`src/rtl/dmem_arbiter.sv`:
```
// Two-port arbiter and sequencer for the fixed-latency data memory (pipeline port A, loader port B).
// Optional statistics counters are built when DMEM_ARB_STATS_EN is defined.
module dmem_arbiter #(
    parameter int unsigned WAIT_CYCLES = 4,
    parameter logic [31:0] BASE_ADDR   = 32'd1024,
    parameter int unsigned ADDR_W      = 10
) (
    input  logic              clk,
    input  logic              rst,
    input  logic              a_rd,
    input  logic              a_wr,
    input  logic [31:0]       a_addr,
    input  logic [31:0]       a_wdata,
    output logic [31:0]       a_rdata,
    output logic              a_err,
    output logic              freeze,
    input  logic              b_req,
    input  logic              b_we,
    input  logic [31:0]       b_addr,
    input  logic [31:0]       b_wdata,
    output logic              b_ack,
    output logic [31:0]       b_rdata,
    output logic              b_err,
    output logic              mem_en,
    output logic              mem_we,
    output logic [ADDR_W-1:0] mem_addr,
    output logic [31:0]       mem_wdata,
    input  logic [31:0]       mem_rdata,
    output logic [15:0]       stall_cnt,
    output logic [15:0]       b_grant_cnt
);

    typedef enum logic [1:0] {IDLE = 2'd0, ACCESS = 2'd1, DONE = 2'd2} state_t;

    localparam logic       OWN_A    = 1'b0;
    localparam logic       OWN_B    = 1'b1;
    localparam logic [3:0] LAST_CNT = 4'(WAIT_CYCLES - 1);

    // Offset must be word aligned and fall inside the 2^ADDR_W-word segment.
    function automatic logic addr_ok(input logic [31:0] off);
        addr_ok = (off[1:0] == 2'b00) && ((off >> (ADDR_W + 2)) == 32'd0);
    endfunction

    state_t            state_r;
    logic              owner_r;
    logic              last_grant_r;
    logic              we_r;
    logic              err_r;
    logic [3:0]        cnt_r;
    logic [ADDR_W-1:0] idx_r;
    logic [31:0]       wdata_r;
    logic [31:0]       a_rdata_r;
    logic [31:0]       b_rdata_r;

    logic              a_req_s;
    logic              grant_b_s;
    logic              sel_we_s;
    logic [31:0]       sel_addr_s;
    logic [31:0]       sel_wdata_s;
    logic [31:0]       off_s;
    logic              sel_ok_s;

    // Round-robin pick and address decode of the candidate request.
    always_comb begin
        a_req_s   = a_rd | a_wr;
        grant_b_s = b_req & (~a_req_s | (last_grant_r == OWN_A));
        if (grant_b_s) begin
            sel_we_s    = b_we;
            sel_addr_s  = b_addr;
            sel_wdata_s = b_wdata;
        end else begin
            sel_we_s    = a_wr;
            sel_addr_s  = a_addr;
            sel_wdata_s = a_wdata;
        end
        off_s    = sel_addr_s - BASE_ADDR;
        sel_ok_s = addr_ok(off_s);
    end

    // Access sequencer: grant, run the memory cycles, present results for one cycle.
    always_ff @(posedge clk or negedge rst) begin
        if (!rst) begin
            state_r      <= IDLE;
            owner_r      <= OWN_A;
            last_grant_r <= OWN_B;
            we_r         <= 1'b0;
            err_r        <= 1'b0;
            cnt_r        <= 4'd0;
            idx_r        <= '0;
            wdata_r      <= 32'd0;
            a_rdata_r    <= 32'd0;
            b_rdata_r    <= 32'd0;
        end else begin
            case (state_r)
                IDLE: begin
                    if (a_req_s | b_req) begin
                        owner_r      <= grant_b_s;
                        last_grant_r <= grant_b_s;
                        we_r         <= sel_we_s;
                        idx_r        <= off_s[ADDR_W+1:2];
                        wdata_r      <= sel_wdata_s;
                        err_r        <= ~sel_ok_s;
                        cnt_r        <= 4'd0;
                        if (sel_ok_s) begin
                            state_r <= ACCESS;
                        end else begin
                            state_r <= DONE;
                            if (!sel_we_s) begin
                                if (grant_b_s) b_rdata_r <= 32'd0;
                                else           a_rdata_r <= 32'd0;
                            end
                        end
                    end
                end
                ACCESS: begin
                    cnt_r <= cnt_r + 4'd1;
                    if (cnt_r == LAST_CNT) begin
                        state_r <= DONE;
                        if (!we_r) begin
                            if (owner_r == OWN_B) b_rdata_r <= mem_rdata;
                            else                  a_rdata_r <= mem_rdata;
                        end
                    end
                end
                DONE:    state_r <= IDLE;
                default: state_r <= IDLE;
            endcase
        end
    end

    assign a_rdata   = a_rdata_r;
    assign b_rdata   = b_rdata_r;
    assign a_err     = (state_r == DONE) & (owner_r == OWN_A) & err_r;
    assign b_ack     = (state_r == DONE) & (owner_r == OWN_B);
    assign b_err     = (state_r == DONE) & (owner_r == OWN_B) & err_r;
    assign mem_en    = (state_r == ACCESS);
    assign mem_we    = (state_r == ACCESS) & we_r;
    assign mem_addr  = idx_r;
    assign mem_wdata = wdata_r;
    // Gated by rst so the stall drops the moment reset is asserted.
    assign freeze    = rst & a_req_s & ~((state_r == DONE) & (owner_r == OWN_A));

`ifdef DMEM_ARB_STATS_EN
    logic [15:0] stall_cnt_r;
    logic [15:0] b_grant_cnt_r;
    logic        b_grant_s;

    assign b_grant_s = (state_r == IDLE) & grant_b_s;

    // Saturating stall and port-B grant counters.
    always_ff @(posedge clk or negedge rst) begin
        if (!rst) begin
            stall_cnt_r   <= 16'd0;
            b_grant_cnt_r <= 16'd0;
        end else begin
            if (freeze && (stall_cnt_r != 16'hFFFF)) stall_cnt_r <= stall_cnt_r + 16'd1;
            else                                     stall_cnt_r <= stall_cnt_r;
            if (b_grant_s && (b_grant_cnt_r != 16'hFFFF)) b_grant_cnt_r <= b_grant_cnt_r + 16'd1;
            else                                          b_grant_cnt_r <= b_grant_cnt_r;
        end
    end

    assign stall_cnt   = stall_cnt_r;
    assign b_grant_cnt = b_grant_cnt_r;
`else
    assign stall_cnt   = 16'd0;
    assign b_grant_cnt = 16'd0;
`endif

endmodule

```
`config.mk`:
```
export PLATFORM = sky130hd
export DESIGN_NAME = dmem_arbiter
export DESIGN_NICKNAME = d
export VERILOG_FILES = /design/src/rtl/dmem_arbiter.sv
export SDC_FILE = /design/constraint.sdc
export NUM_CORES = 1
export LEC_CHECK = 0
export ABC_AREA = 1
export BUFFER_PORTS_ARGS = -buffer_cell sky130_fd_sc_hd__buf_2
export CORE_MARGIN = 1
export CORE_UTILIZATION = 47
export CTS_BUF_LIST = sky130_fd_sc_hd__clkbuf_4 sky130_fd_sc_hd__clkbuf_8 sky130_fd_sc_hd__clkbuf_16
export DETAILED_ROUTE_END_ITERATION = 7
export PLACE_DENSITY = 0.81
export SYNTH_ARGS = -nofsm -noshare
export SYNTH_HDL_FRONTEND = slang
export SYNTH_SLANG_ARGS = --single-unit
```
`constraint.sdc`:
```
create_clock -name clk -period 2.89 [get_ports clk]
set_clock_uncertainty 0.05 [all_clocks]
set_input_delay 0.578 -clock clk [delete_from_list [all_inputs] [get_ports clk]]
set_output_delay 0.578 -clock clk [all_outputs]
set_load 0.005 [all_outputs]
```
==> metrics.md <==
| Metric | Value |
|---|---|
| Largest net degree at the start of global routing | 62 |
| Chip height | 120.7 um |
| Rows | 43 |
| Setup slack, reg-to-reg | 0.1 ps |
| Wire per inst | 14.14 um |
| Post-synthesis sequential area ratio | 43.83% |
| RSZ-0062 raised after global routing | true |
| Post-synth top area share | 43.44% |
| Most common cell in the netlist | nand2_1 |
| CP max-delay cell | dfstp_2 |
| Vias in the first global route | 6566 |
| Highest Clock Rate | 346.0 MHz |
| Clock Power Share | 29.0% |
| Post-synth ARST share | 100.0% |
| Post-synth top area cell | dfrtp_1 |
| Total gr overflow | 0 |
| Worst-margin pin slew | 782.2 ps |
| Critical Path Max Stage Delay | 570 ps |
| TritonCTS clock tree | built |
| Data arrival, critical path | 3140 ps |
| CTS H-Tree Depth | 4 |
| Io pins | 310 |
| Crit end category | register |
| Crit-path cells | o21ai_4 -> nand2_4 -> buf_6 -> nand2_2 -> nand2_2 -> nand2_2 -> nor2_4 -> buf_6 -> nand3_2 -> nand2_1 -> nand2_1 -> nor2_1 -> nand2_1 -> nor2_2 -> nand3_2 -> nand2_2 -> nand2_4 -> buf_8 -> clkbuf_16 -> nand3_1 -> nand2_1 |
| Cell area after synthesis | 6625 um2 |
| CTS Buf Count | 17 |
| Core Area | 13830 um2 |
| # clock sinks | 116 |
| Internal | 4.277 mW |
| Final routed DRC violation total | 0 |
| Post-synth EDFFs | 0 |
| Filler Cell Count | 1162 |
| Final Cell Area | 9300 um2 |
| Nets | 1425 |
| Period utilization | 100.0% |
| Hold-fix buffers at CTS | 0 |
| Final WS setup | 0.1366 ps |
| Final hold vios | 0 |
| Clk buf depth | 2 |
| Final setup fails | 0 |
| CP Max Fanout | 11 |
| Tot Pwr | 6.939 mW |
| Sequential cell fraction of total power | 31.1% |
| Final Util | 67.26% |
| Minimum clock period | 2890 ps |
| Reg2reg path depth | 21 |
| Leakage | 5.381 nW |
| ANT nets after route | 0 |
| Synth area leaders | dfrtp_1, nand2_1, nand3_1, nor2_1, a21oi_1 |
| Vias | 7258 |
| Critical R2R Launch | last_grant_r$_DFFE_PN1P_ |
| Root buffer selected by CTS | clkbuf_16 |
| Distinct cell type count after synthesis | 35 |
| Initial Util | 47.91% |
| Pwr dens | 746.1 nW/um2 |
| Hold/Removal Path Class | in2async |
| Relative slew slack | 47.85% |
| Buffers & Inverters on Critical Path | 4 |
| Worst slack at placement | -327.9 ps |
| Dominant synthesized flop cell | dfrtp_1 |
| Switching pwr | 2.662 mW |
| GRT Total Usage | 27.76% |
| Outcome | complete, no violations |
| Final Non-Filler Cells | 1452 |
| Area growth, synth to finish | 40.38% |
| Detailed placement HPWL | 14.66 mm |
| Placed cell area | 8381 um2 |
| CP delay by family, top | simple AND/OR/NAND/NOR gates |
| Number of DRC markers in iteration 0 | 416 |
| Drt pass-1 iters | 4 |
| CP startpoint kind | register |
| Clk slew on worst S/H paths | 60 ps |
| Post-Syn Instances | 939 |
| CP Launch Point | last_grant_r$_DFFE_PN1P_ |
| Sw Ratio | 38.37% |
| Crit path kind | reg2reg |
| Critical path required time | 3140 ps |
| Synth Area per Inst | 7.055 um2 |
| Combinational power share | 39.8% |
| YS warnings | 0 |
| Die area | 14570 um2 |
| First-pass GRT wire length | 31.60 mm |
| Final slew viol count | 0 |
| Die Wd | 120.7 um |
| Antenna violations before repair | 2 |
| Final setup TNS | 0 ps |
| Critical Path Stages | 21 |
| IO buf count | 277 |
| Vias per cell | 4.999 |
| Synth Register Bits | 116 |
| Worst r2r dst | a_rdata[19]$_DFFE_PN0P_ |
| Cells after DPL | 1410 |
| Routability cong. | 0.9298 |
| Final hold slack | 298.2 ps |
| # Max-Cap Violations | 0 |
| Peak VDD IR | 0.5265 mV |
| Clock Latency Late Sink | 410 ps |
| Final WL | 20.53 mm |
| Share of cells above drive strength 1 | 34.80% |
| Post-synth top cells | nand2_1, nor2_1, dfrtp_1, nand3_1, a21oi_1 |
layout by cell type, fill, tap and decap left out, types with 9 or more instances in the layout:
master,instances
a21oi_1,83
buf_2,276
buf_4,57
clkbuf_16,20
conb_1,32
dfrtp_1,115
inv_1,76
nand2_1,286
nand2_2,21
nand3_1,85
nand3_2,9
nand3b_1,12
nor2_1,104
nor2_2,9
o21ai_0,15
what timing repair did:
item | CTS | global route
pin swaps | 2 | 14
cloned | 0 | 3
setup buffers | 1 | 4
gates resized for setup | 5 | 63
setup endpoints to repair | 63 | 64
how the worst max path moves through the flow:
stage / endpoint / slack, ps
floorplan: a_rdata[22]$_DFFE_PN0P_ / 40
global placement: a_rdata[16]$_DFFE_PN0P_ / -220
detailed placement: b_rdata[13]$_DFFE_PN0P_ / -330
CTS: a_rdata[14]$_DFFE_PN0P_ / 6
global route: b_rdata[11]$_DFFE_PN0P_ / -160
finish: a_rdata[19]$_DFFE_PN0P_ / 0.1
power by group through the flow:
| stage | Combinational, mW | Sequential (mW) | Clock, mW |
|---|---|---|---|
| after floorplan | 1.44 | 2.19 | 0 |
| final | 2.76 | 2.16 | 2.01 |
| after detailed placement | 2.53 | 2.18 | 0 |
| after global placement | 2.50 | 2.17 | 0 |
| after global routing | 3.02 | 2.20 | 2.13 |
| after CTS | 2.55 | 2.16 | 2.06 |
routing by layer:
layer | global-route usage [%] | vias up | part of all wire (%)
li1 | - | 3544 | -
met1 | 34.33 | 3362 | 40
met2 | 46.37 | 311 | 51
met3 | 6.368 | 41 | 6.9
met4 | 12.04 | 0 | 2.7
met5 | 0 | - | 0
cell families after synthesis:
logic type | Yosys count | synth area share [%]
buffers and inverters | 160 | 12.43
AO/OA/AOI/OAI | 107 | 8.404
adder cells (fa/ha/maj) | 2 | 0.3777
flip-flops | 116 | 43.83
AND/OR/NAND/NOR | 549 | 34.37
other | 1 | 0.05660
XOR/XNOR | 4 | 0.5289
flip-flops by register name (all words and copies together), names as in the netlist:
signal / flops
owner_r: 1
err_r: 1
we_r: 1
b_rdata: 32
last_grant_r: 1
state_r: 2
mem_wdata: 32
a_rdata: 32
cnt_r: 4
mem_addr: 10
final cells by class:
type                            instances  area, um2  share of cell area [%]
Sequential cell                       116       2904                   31.23
Clock inverter                         15      142.6                   1.534
Antenna cell                            2      5.005                 0.05381
Tap cell                              180      225.2                   2.422
Timing Repair Buffer                  349       2078                   22.35
Inverter                               79      296.5                   3.188
Multi-Input combinational cell        694       3223                   34.66
Clock buffer                           17      425.4                   4.574
Power figures use the tool's default switching activity.
